$ cat src/rtl/multi_wb_scoreboard.sv
`default_nettype none
// ============================================================================
// Module   : multi_wb_scoreboard
// Purpose  : Issue scoreboard with per-register busy/tag tracking, per-FU busy
//            bits, RAW/WAW/structural stall detection and NWB writeback ports.
// Revision : 1.0 - initial release
// ============================================================================
module multi_wb_scoreboard #(
    parameter int NREGS = 32,
    parameter int NFU   = 4,
    parameter int NWB   = 2,
    localparam int RW   = $clog2(NREGS),
    localparam int FW   = $clog2(NFU)
) (
    input  logic              CLK,
    input  logic              RST,
    input  logic              flush,
    input  logic              freeze,
    input  logic              in_valid,
    output logic              in_ready,
    input  logic [RW-1:0]     in_rd,
    input  logic              in_wen,
    input  logic [RW-1:0]     in_rs1,
    input  logic [RW-1:0]     in_rs2,
    input  logic [FW-1:0]     in_fu,
    output logic              iss_valid,
    input  logic              iss_ready,
    output logic [RW-1:0]     iss_rd,
    output logic [RW-1:0]     iss_rs1,
    output logic [RW-1:0]     iss_rs2,
    output logic              iss_wen,
    output logic [FW-1:0]     iss_fu,
    input  logic [NWB-1:0]    wb_valid,
    input  logic [NWB-1:0]    wb_wen,
    input  logic [NWB*RW-1:0] wb_rd,
    input  logic [NWB*FW-1:0] wb_fu,
    output logic [NREGS-1:0]  reg_busy,
    output logic [NFU-1:0]    fu_busy,
    output logic [2:0]        stall_src
);

    logic [NREGS-1:0] r_reg_busy;
    logic [FW-1:0]    r_tag [NREGS];
    logic [NFU-1:0]   r_fu_busy;
    logic             r_iss_valid;
    logic [RW-1:0]    r_iss_rd;
    logic [RW-1:0]    r_iss_rs1;
    logic [RW-1:0]    r_iss_rs2;
    logic             r_iss_wen;
    logic [FW-1:0]    r_iss_fu;

    logic [NREGS-1:0] w_eff_busy;
    logic [NFU-1:0]   w_eff_fu;
    logic             w_raw;
    logic             w_waw;
    logic             w_struct;
    logic             w_accept;

    // Effective state: every writeback of this cycle is applied before hazard
    // evaluation, so a dependent instruction can issue in the same cycle.
    always_comb begin
        w_eff_busy = r_reg_busy;
        w_eff_fu   = r_fu_busy;
        for (int k = 0; k < NWB; k++) begin
            if (wb_valid[k]) begin
                w_eff_fu[wb_fu[k*FW +: FW]] = 1'b0;
                if (wb_wen[k] && r_reg_busy[wb_rd[k*RW +: RW]] &&
                    (r_tag[wb_rd[k*RW +: RW]] == wb_fu[k*FW +: FW])) begin
                    w_eff_busy[wb_rd[k*RW +: RW]] = 1'b0;
                end
            end
        end
        w_eff_busy[0] = 1'b0;
    end

    assign w_raw    = w_eff_busy[in_rs1] | w_eff_busy[in_rs2];
    assign w_waw    = in_wen && w_eff_busy[in_rd];
    assign w_struct = w_eff_fu[in_fu];

    assign in_ready = !RST && !flush && !freeze && !w_raw && !w_waw && !w_struct &&
                      (!r_iss_valid || iss_ready);
    assign w_accept = in_valid && in_ready;

    assign stall_src = (in_valid && !RST) ? {w_struct, w_waw, w_raw} : 3'b000;

    always_ff @(posedge CLK) begin
        if (RST || flush) begin
            r_reg_busy  <= '0;
            r_fu_busy   <= '0;
            r_iss_valid <= 1'b0;
            r_iss_rd    <= '0;
            r_iss_rs1   <= '0;
            r_iss_rs2   <= '0;
            r_iss_wen   <= 1'b0;
            r_iss_fu    <= '0;
            for (int i = 0; i < NREGS; i++) begin
                r_tag[i] <= '0;
            end
        end else begin
            r_reg_busy <= w_eff_busy;
            r_fu_busy  <= w_eff_fu;
            // Later NBAs win, so an accept overrides a same-cycle clear.
            if (w_accept) begin
                r_fu_busy[in_fu] <= 1'b1;
                if (in_wen && (in_rd != '0)) begin
                    r_reg_busy[in_rd] <= 1'b1;
                    r_tag[in_rd]      <= in_fu;
                end
                r_iss_valid <= 1'b1;
                r_iss_rd    <= in_rd;
                r_iss_rs1   <= in_rs1;
                r_iss_rs2   <= in_rs2;
                r_iss_wen   <= in_wen;
                r_iss_fu    <= in_fu;
            end else if (r_iss_valid && iss_ready) begin
                r_iss_valid <= 1'b0;
            end
        end
    end

    assign iss_valid = r_iss_valid;
    assign iss_rd    = r_iss_rd;
    assign iss_rs1   = r_iss_rs1;
    assign iss_rs2   = r_iss_rs2;
    assign iss_wen   = r_iss_wen;
    assign iss_fu    = r_iss_fu;
    assign reg_busy  = r_reg_busy;
    assign fu_busy   = r_fu_busy;

endmodule
`default_nettype wire

$ cat config.mk
export PLATFORM = sky130hd
export DESIGN_NAME = multi_wb_scoreboard
export DESIGN_NICKNAME = d
export VERILOG_FILES = /design/src/rtl/multi_wb_scoreboard.sv
export SDC_FILE = /design/constraint.sdc
export NUM_CORES = 1
export LEC_CHECK = 0
export ABC_AREA = 1
export BUFFER_PORTS_ARGS = -buffer_cell sky130_fd_sc_hd__buf_2
export CAP_MARGIN = 20
export CORE_ASPECT_RATIO = 0.9
export CORE_MARGIN = 2
export CORE_UTILIZATION = 60
export CTS_CLUSTER_DIAMETER = 120
export DETAILED_ROUTE_END_ITERATION = 12
export MAX_ROUTING_LAYER = met4
export PLACE_DENSITY = 0.84
export SETUP_SLACK_MARGIN = 0.02
export SLEW_MARGIN = 25
export SYNTH_ARGS = -nofsm -noshare
export SYNTH_HDL_FRONTEND = slang
export SYNTH_SLANG_ARGS = --single-unit
$ cat constraint.sdc
create_clock -name CLK -period 3.7 [get_ports CLK]
set_input_delay 0.37 -clock CLK [delete_from_list [all_inputs] [get_ports CLK]]
set_output_delay 0.37 -clock CLK [all_outputs]
set_load 0.005 [all_outputs]
==> metrics.md, run 1 <==
| Metric | Value |
|---|---|
| Synthesized area per cell | 6.09 µm² |
| Num CTS Buffers | 17 |
| Clk buf depth | 2 |
| CTS root buf | clkbuf_16 |
| Synth cell types | 27 |
| Post-synth EDFFs | 64 |
| Die width | 134 µm |
| Last stage | global routing (5_1_grt) |
| Pin count of the biggest net entering global routing | 51 |
| Clock sinks | 119 |
| Cells after Synth | 1493 |
| Synthesized area | 9090 µm² |
| # port buffers | 100 |
| H-tree depth | 4 |
| Status | aborted with a tool error |
| Cts hold-fix bufs | 0 |
| Core Rows | 42 |
| #FFs+latches synth | 119 |
| Boundary Pins | 101 |
| Routability cong. | 1.12 |
| Error | [ERROR GRT-0232] Routing congestion too high. Check the congestion heatmap in the GUI. |
| WEP type | sequential cell input |
| Top FF cell, synth | edfxtp_1 |
| Yosys warns | 0 |
| HPWL after DPL | 28700 µm |
| Chip height | 121 µm |
| Worst_ep grt | r_tag[26][1]$_SDFFCE_PN0P_/D |
| Initial Utilization | 61.6% |
| Seq/Total Area, Yosys | 33.2% |
| GRT Util Overall | 82.0% |
| Async set or reset register ratio after synthesis | 0% |
| GRT Residual Overflow | 127 |
-- kinds of logic after synthesis --
logic type	synth area share [%]
buf+inv	8.85
compound gates	5.53
flops	33.2
other cells	0.0412
simple gates	52.3
-- through the flow --
| step | instances | area (µm²) | util [%] | setup slack, ns |
|---|---|---|---|---|
| floorplan | 1495 | 9100 | - | 0.418 |
| global placement | 1842 | 10600 | 72.0 | -0.335 |
| detailed placement | 1842 | 10600 | 72.0 | -0.390 |
| CTS | 1896 | 11900 | 80.4 | -0.105 |
-- metal layers --
layer,overflow,track usage (%)
met1,2,81.9
met2,67,95.0
met3,6,65.6
met4,52,81.6
met5,-,-
-- cell usage after synthesis, types with 3 or more instances --
library cell	instances	area, µm²
buf_2	37	185
clkbuf_1	35	131
nand4_1	59	369
buf_1	4	15.0
nor3_1	50	250
nor2_1	171	642
nand2_1	634	2380
nor3_2	36	360
nand3_1	131	656
clkinv_1	3	11.3
inv_1	104	390
a21oi_1	11	55.1
o21bai_1	31	233
o21ai_0	41	205
inv_2	6	22.5
dfxtp_1	55	1100
edfxtp_1	64	1920
nor2_2	5	31.3
buf_4	5	37.5
-- repair_timing --
| action | in CTS |
|---|---|
| resized for setup | 111 |
| setup buffers | 16 |
| setup endpoints to repair | 107 |
| gates cloned | 6 |
| pin swaps | 16 |
==> run 2: changes to the inputs <==
- CORE_ASPECT_RATIO: 0.9 -> not set
- CORE_UTILIZATION: 60 -> 40
- CTS_CLUSTER_DIAMETER: 120 -> not set
- MAX_ROUTING_LAYER: met4 -> not set
- PLACE_DENSITY: 0.84 -> not set
- PLACE_DENSITY_LB_ADDON: not set -> 0.15
- SETUP_SLACK_MARGIN: 0.02 -> not set
==> metrics.md, run 2 <==
| Metric | Value |
|---|---|
| Yosys top cell area share | 26.2% |
| Synthesized area per cell | 6.09 µm² |
| Vias in the first global route | 9910 |
| Worst Hold Slack | 0.217 ns |
| Critical Path Fanout Max | 8 |
| H-tree depth | 4 |
| Die area | 24000 µm² |
| Pin count of the biggest net entering global routing | 51 |
| Area contributors post-synth | nand2_1 (26%), edfxtp_1 (21%), dfxtp_1 (12%) |
| Chip height | 155 µm |
| First-pass GRT wire length | 61600 µm |
| Peak VDD IR | 0.000313 V |
| Hold Fails Final Rpt | 0 |
| Final critical-path required period | 3.88 ns |
| Routed WL | 41200 µm |
| Routability cong. | 0.976 |
| CP max-delay cell | edfxtp_1 |
| Num CTS Buffers | 17 |
| Core Area | 22500 µm² |
| Hold Crit Class | in -> reg |
| Top FF cell, synth | edfxtp_1 |
| CTS tree | done |
| PwrDens | 301 nW/µm² |
| Actual slew at the worst max-slew pin | 1.06 ns |
| Clock sinks | 119 |
| Ant diodes | 0 |
| Fmax | 258 MHz |
| Clk buf depth | 2 |
| LEAKAGE | 5.78 nW |
| Commonest cells in the netlist | nand2_1 (634), nor2_1 (171), nand3_1 (131) |
| Synthesis-to-layout area growth | 40.8% |
| Most frequent CP cell | nand2_1 |
| CTS root buf | clkbuf_16 |
| Setup Crit Path Kind | reg -> reg |
| DRC violations left | 0 |
| DR WL/cell | 20.5 µm |
| Placed cell area | 11100 µm² |
| Drt pass-1 iters | 6 |
| # port buffers | 100 |
| Final setup violation count | 106 |
| Nets | 1757 |
| Dpl cells | 1960 |
| GRT Util Overall | 34.3% |
| Worst skew pair latency | 0.43 ns |
| Vias | 10869 |
| Max Cap Viol | 0 |
| Fin area | 12800 µm² |
| Commonest non-fill, non-tap cell in the layout | nand2_1 |
| 1st-iter DRT viols | 1140 |
| Fin util | 56.9% |
| Clock skew | 0.00816 ns |
| Synth cell types | 27 |
| Final setup margin | -0.176 ns |
| Largest area contributor in the netlist | nand2_1 |
| RSZ-0062 raised after global routing | true |
| Antenna violations before repair | 1 |
| Max-slew violation count | 0 |
| Failing checks | setup timing |
| Layout fillers | 2198 |
| Status | finished, violations left |
| Core Rows | 55 |
| Crit path launch type | flop |
| Seq/Total Area, Yosys | 33.2% |
| Cts hold-fix bufs | 0 |
| #FFs+latches synth | 119 |
| Most frequent cell after synthesis | nand2_1 |
| Power, Total | 3.86 mW |
| HPWL after DPL | 30800 µm |
| CP Data Required Time | 3.83 ns |
| Yosys warns | 0 |
| CP endpoint kind | flop |
| Clk pin slew, worst setup/hold paths | 0.06 ns |
| Worst path max stage delay | 0.49 ns |
| Post-DR vias/cell | 5.40 |
| Cells after Synth | 1493 |
| Die width | 155 µm |
| Post-route ant nets | 0 |
| Fin crit share | 105% |
| Rel. slew slack | 29.4% |
| Commonest cells after routing, fill and taps aside | nand2_1 (629), nor2_1 (164), buf_4 (137), inv_1 (104), nand3_1 (102) |
| Post-synth EDFFs | 64 |
| Synthesized area | 9090 µm² |
| Initial Utilization | 40.4% |
| Async set or reset register ratio after synthesis | 0% |
| GRT Residual Overflow | 0 |
| Boundary Pins | 101 |
| Layout cells sized above 1 | 26.9% |
| Register with the most flip-flops | r_tag |
| Max reg flops | 64 |
| Non-filler cells, final | 2013 |
| Critical path arrival | 4.01 ns |
run 2: cell counts after synthesis:
Identical to the previous run, type by type.
run 2: layout make-up:
| type | instances | area, µm² | share of cell area [%] |
|---|---|---|---|
| well taps | 285 | 357 | 2.78 |
| clock buffers | 17 | 425 | 3.32 |
| repair buffers | 283 | 2410 | 18.8 |
| flip-flops and latches | 119 | 3020 | 23.6 |
| clock inverters | 15 | 154 | 1.20 |
| multi-input cells | 1181 | 6010 | 46.9 |
| inverters | 113 | 424 | 3.31 |
run 2: path summary, 6_finish.rpt:
check	to	from	cells after the start	slack, ns
min reg2reg	iss_valid	iss_valid	2	0.50
max reg2reg	r_tag[15][0]	r_tag[2][0]	30	-0.18
min	iss_valid	iss_ready	4	0.22
max	r_tag[15][0]	r_tag[2][0]	30	-0.18
run 2: report_power, final:
group / total, mW / switching [mW] / internal [mW]
Sequential: 1.47 / 0.0361 / 1.43
Combinational: 0.733 / 0.460 / 0.273
Clock: 1.66 / 0.709 / 0.949
run 2: critical path, delay by kind of cell, from the launching register on:
kind	cells	cell delay (ns)
simple gates	22	1.86
compound gates	1	0.16
flops	1	0.49
buf+inv	7	1.06
run 2: kinds of logic (layout without fill, tap and decap cells):
kind of cell    count (synthesis)  in the layout  synth area share, %
simple gates                 1093           1093                 52.3
flops                         119            119                 33.2
other cells                     1              3               0.0412
buf+inv                       195            428                 8.85
compound gates                 85             85                 5.53
run 2: what timing repair did:
action,CTS,global route
endpoints found under the setup margin,118,177
resized for setup,106,88
buffers inserted,6,10
gates cloned,5,2
pin swaps,8,21
run 2: routing by layer:
metal,GRT usage [%],share of wire (%)
met1,48.5,44
met2,51.6,43
met3,6.36,9.0
met4,14.1,3.7
met5,0,0.032
run 2: through the flow:
| step | worst slack [ns] | setup TNS (ns) |
|---|---|---|
| 5_1_grt | -0.366 | -42.32 |
| 3_3_place_gp | -0.537 | -72.41 |
| 6_report | -0.176 | -11.86 |
| 4_1_cts | -0.124 | -1.50 |
| 3_5_place_dp | -0.579 | -71.01 |
| 2_1_floorplan | 0.418 | 0 |
Note: power is estimated with default switching activity, not from simulation.
==> run 3: changes to the inputs <==
- BUFFER_PORTS_ARGS: -buffer_cell sky130_fd_sc_hd__buf_2 -> -buffer_cell sky130_fd_sc_hd__clkbuf_2
==> metrics.md, run 3 (same netlist as run 2, synthesis figures left out) <==
| Metric | Value |
|---|---|
| Core Area | 22500 µm² |
| Fin crit share | 108% |
| GRT Util Overall | 35.5% |
| Ant diodes | 0 |
| Rel. slew slack | 23.5% |
| Fin area | 14300 µm² |
| Final setup margin | -0.302 ns |
| CTS tree | done |
| Status | finished, violations left |
| Die area | 24000 µm² |
| Wire length on met1 | 18900 µm |
| Worst path max stage delay | 0.61 ns |
| Critical Path Fanout Max | 6 |
| Seq pwr share | 35.6% |
| LEAKAGE | 6.47 nW |
| CP Data Required Time | 3.33 ns |
| PwrDens | 290 nW/µm² |
| Synthesis-to-layout area growth | 56.8% |
| Worst Hold Slack | 0.211 ns |
| CP max-delay cell | dfxtp_1 |
| DR WL/cell | 22.1 µm |
| Metal2 WL | 19900 µm |
| Die width | 155 µm |
| Non-filler cells, final | 2081 |
| CP endpoint | in_ready |
| Core Rows | 55 |
| 1st-iter DRT viols | 1680 |
| Chip height | 155 µm |
| Layout cells sized above 1 | 33.7% |
| Max reg flops | 64 |
| Clock share of power | 44.2% |
| Num CTS Buffers | 17 |
| Antenna violations before repair | 0 |
| Register with the most flip-flops | r_tag |
| Worst r2r dst | reg_busy[17] |
| CTS root buf | clkbuf_16 |
| Hold Crit Class | in -> reg |
| Failing checks | setup timing |
| # port buffers | 100 |
| HPWL after DPL | 32000 µm |
| Fmax | 250 MHz |
| Comb power frac | 20.2% |
| Commonest cells after routing, fill and taps aside | nand2_1 (604), buf_4 (166), nor2_1 (154), inv_1 (98), clkbuf_2 (98) |
| Layout fillers | 2018 |
| Clk pin slew, worst setup/hold paths | 0.07 ns |
| Clock skew | 0.0155 ns |
| Internal power | 2.80 mW |
| Worst Hold Depth | 4 |
| Sw Ratio | 32.4% |
| Actual slew at the worst max-slew pin | 1.15 ns |
| DRC violations left | 0 |
| Routed WL | 46000 µm |
| Max Cap Viol | 0 |
| Drt pass-1 iters | 6 |
| Setup Crit Path Kind | reg -> out |
| Boundary Pins | 101 |
| Vias in the first global route | 10367 |
| Post-route ant nets | 0 |
| Max-slew violation count | 0 |
| Final setup violation count | 175 |
| Fin util | 63.4% |
| Worst skew pair latency | 0.44 ns |
| H-tree depth | 4 |
| CP Launch Point | reg_busy[8] |
| Worst Reg-to-Reg Cells | 27 |
| Placed cell area | 11300 µm² |
| Pin count of the biggest net entering global routing | 51 |
| RR Startpoint | reg_busy[8] |
| Dpl cells | 1986 |
| Final critical-path required period | 4.00 ns |
| R2R Setup Slk | -0.27 ns |
| Top sig layer | met4 |
| Routability cong. | 1.06 |
| Most frequent CP cell | nand2_1 |
| Critical path arrival | 3.63 ns |
| Hold Fails Final Rpt | 0 |
| RSZ-0062 raised after global routing | true |
| Initial Utilization | 40.4% |
| Commonest non-fill, non-tap cell in the layout | nand2_1 |
| Routed length on met3 | 4880 µm |
| Ordered cell list for the critical path | buf_4 -> nand2_1 -> nand4_1 -> nand2_1 -> nand2_1 -> nor2_1 -> nand2_1 -> nand2_1 -> nor2_4 -> clkbuf_16 -> nand3_1 -> nand4_1 -> nand2_1 -> nor2_1 -> nand2_1 -> nand3_1 -> nand2_1 -> nand2_1 -> nand2_4 -> buf_6 -> nor4_4 -> buf_2 |
| Nets | 1825 |
| Psw | 1.34 mW |
| Vias | 11802 |
| Crit path launch type | flop |
| CP endpoint kind | output port |
| First-pass GRT wire length | 63500 µm |
| Clock sinks | 119 |
| Post-DR vias/cell | 5.67 |
| GRT Residual Overflow | 0 |
| Peak VDD IR | 0.000294 V |
| Clk buf depth | 2 |
run 3: worst max-delay path, delay by kind of cell, from the launching register on:
kind,cells,cell delay (ns)
AND/OR/NAND/NOR,18,1.91
buffers and inverters,4,0.67
flip-flops,1,0.61
run 3: worst min-delay path by stage:
| stage | slack [ns] | endpoint | from |
|---|---|---|---|
| 2_1_floorplan | 0.48 | iss_valid | iss_valid |
| 3_3_place_gp | 0.49 | iss_valid | iss_valid |
| 3_5_place_dp | 0.49 | iss_valid | iss_valid |
| 4_1_cts | 0.21 | iss_valid | iss_ready |
| 5_1_grt | 0.24 | iss_valid | iss_ready |
| 6_report | 0.21 | iss_valid | iss_ready |
run 3: final cells by class:
| cell class | instances | area, µm² | area share, % |
|---|---|---|---|
| Clock buffer | 17 | 425 | 2.98 |
| Clock inverter | 15 | 208 | 1.46 |
| Inverter | 113 | 424 | 2.97 |
| Multi-Input combinational cell | 1181 | 6550 | 45.9 |
| Sequential cell | 119 | 3030 | 21.2 |
| Tap cell | 285 | 357 | 2.50 |
| Timing Repair Buffer | 351 | 3270 | 22.9 |
run 3: routing by layer:
metal	up-vias	global-route usage [%]
li1	5410	-
met1	5539	50.4
met2	709	52.3
met3	144	7.06
met4	0	15.5
met5	-	0
run 3: power by group through the flow:
| stage | Sequential (mW) | Clock (mW) | Combinational (mW) |
|---|---|---|---|
| global route | 1.47 | 1.87 | 0.888 |
| floorplan | 1.47 | 0 | 0.347 |
| CTS | 1.47 | 1.81 | 0.729 |
| global placement | 1.50 | 0 | 0.620 |
| finish | 1.47 | 1.83 | 0.836 |
| detailed placement | 1.50 | 0 | 0.619 |
run 3: metrics by stage:
step	worst slack (ns)	power, mW	TNS [ns]
2_1_floorplan	0.418	1.82	0
3_3_place_gp	-0.600	2.12	-76.02
3_5_place_dp	-0.629	2.12	-77.85
4_1_cts	-0.201	4.01	-7.71
5_1_grt	-0.413	4.24	-48.65
6_report	-0.302	4.14	-28.60
run 3: what timing repair did:
action / in CTS / in global routing
gates cloned: 7 / 16
resized for setup: 138 / 216
setup endpoints to repair: 175 / 181
hold endpoints to repair: 0 / 0
pin swaps: 33 / 57
hold buffers: 0 / 0
setup buffers: 15 / 27
==> run 4: changes to the inputs <==
- PLACE_DENSITY: not set -> 0.67
- PLACE_DENSITY_LB_ADDON: 0.15 -> not set
==> metrics.md, run 4 (same netlist as run 2, synthesis figures left out) <==
| Metric | Value |
|---|---|
| Initial Utilization | 40.4% |
| Final critical-path required period | 3.86 ns |
| Failing checks | setup timing |
| Power, Total | 3.95 mW |
| CTS tree | done |
| Synthesis-to-layout area growth | 43.6% |
| RSZ-0062 raised after global routing | true |
| DR WL/cell | 20.0 µm |
| Antenna violations before repair | 0 |
| Die width | 155 µm |
| Pin count of the biggest net entering global routing | 51 |
| Routed length on met3 | 5130 µm |
| Core Rows | 55 |
| Actual slew at the worst max-slew pin | 0.864 ns |
| # port buffers | 100 |
| Core Area | 22500 µm² |
| Final setup margin | -0.157 ns |
| H-tree depth | 4 |
| Status | finished, violations left |
| CP max-delay cell | edfxtp_1 |
| Max-slew violation count | 0 |
| Fmax | 259 MHz |
| Hold Fails Final Rpt | 0 |
| Worst Hold Slack | 0.221 ns |
| Drt pass-1 iters | 7 |
| Wire length on met1 | 16400 µm |
| Routability cong. | 1.02 |
| Vias in the first global route | 10090 |
| CP Data Required Time | 3.94 ns |
| Post-route ant nets | 0 |
| Metal2 WL | 17900 µm |
| Worst skew pair latency | 0.44 ns |
| Setup Crit Path Kind | reg -> reg |
| Rel. slew slack | 42.4% |
| Clock sinks | 119 |
| DRC violations left | 0 |
| HPWL after DPL | 30000 µm |
| Final setup TNS | -2.00 ns |
| Clk pin slew, worst setup/hold paths | 0.07 ns |
| Die area | 24000 µm² |
| Vias | 11428 |
| Routed WL | 41100 µm |
| GRT Util Overall | 32.7% |
| Hold Crit Class | in -> reg |
| 1st-iter DRT viols | 1478 |
| Chip height | 155 µm |
| Commonest non-fill, non-tap cell in the layout | nand2_1 |
| CTS root buf | clkbuf_16 |
| CP endpoint kind | flop |
| Peak VDD IR | 0.000307 V |
| Largest delay contributor family on the critical path | simple AND/OR/NAND/NOR gates |
| Post-DR vias/cell | 5.56 |
| Nets | 1798 |
| Final setup violation count | 39 |
| Max reg flops | 64 |
| Cts hold-fix bufs | 0 |
| Clock skew | 0.0207 ns |
| Critical Path Fanout Max | 17 |
| Boundary Pins | 101 |
| PwrDens | 303 nW/µm² |
| First-pass GRT wire length | 59100 µm |
| WP buf/inv | 7 |
| Max Cap Viol | 0 |
| Layout fillers | 2063 |
| Layout cells sized above 1 | 30.6% |
| Fin crit share | 104% |
| Commonest cells after routing, fill and taps aside | nand2_1 (613), buf_4 (170), nor2_1 (154), inv_1 (103), clkbuf_2 (98) |
| Top sig layer | met4 |
| Most frequent CP cell | nand2_1 |
| Crit path launch type | flop |
| LEAKAGE | 5.90 nW |
| Worst path max stage delay | 0.42 ns |
| Num CTS Buffers | 17 |
| Clk buf depth | 2 |
| Critical path arrival | 4.10 ns |
| Register with the most flip-flops | r_tag |
| GRT Residual Overflow | 0 |
| Ant diodes | 0 |
-- run 4: timing repair --
item	CTS	global route
gates resized for setup	52	191
gates cloned	3	4
setup endpoints to repair	26	163
pin swaps	17	53
setup buffers	16	20
-- run 4: layout make-up --
type                       instances  area (µm²)  share of cell area (%)
clock buffer                      17         425                    3.26
clock inverter                    15         169                    1.29
inverter                         113         427                    3.27
multi-input combinational       1181        6010                    46.0
sequential                       119        3030                    23.2
tap                              285         357                    2.73
timing repair buffer             324        2650                    20.3
-- run 4: metal layers --
| metal | up-vias | track usage, % |
|---|---|---|
| li1 | 5352 | - |
| met5 | - | 0 |
| met3 | 115 | 7.62 |
| met4 | 0 | 13.5 |
| met2 | 774 | 48.9 |
| met1 | 5187 | 45.4 |
-- run 4: final timing paths --
check	startpoint	to	slack, ns	cells after the start
min reg2reg	iss_rd[1]	iss_rd[1]	0.51	4
min	iss_ready	iss_valid	0.22	4
max reg2reg	r_tag[11][0]	r_tag[9][1]	-0.16	30
max	r_tag[11][0]	r_tag[9][1]	-0.16	30
-- run 4: worst register-to-register path: cells and delay by family (launching register included) --
| family | cells | cell delay (ns) |
|---|---|---|
| flip-flops | 1 | 0.42 |
| AND/OR/NAND/NOR | 23 | 2.13 |
| buffers and inverters | 7 | 1.14 |
-- run 4: report_power, final --
| group | switching, mW | internal (mW) | leakage, nW |
|---|---|---|---|
| Combinational | 0.481 | 0.295 | 4.47 |
| Clock | 0.714 | 1.01 | 0.283 |
| Sequential | 0.0275 | 1.43 | 1.14 |
| Total | 1.22 | 2.73 | 5.90 |
-- run 4: metrics by stage --
stage | instance area [µm²] | setup WS, ns | utilization, % | instances
after floorplan | 9100 | 0.418 | - | 1495
after global placement | 11200 | -0.408 | 49.8 | 1984
after detailed placement | 11200 | -0.414 | 49.8 | 1984
after CTS | 12200 | -0.0359 | 54.4 | 2034
after global routing | 13100 | -0.332 | 58.0 | 2054
final | 13100 | -0.157 | 58.0 | 2054
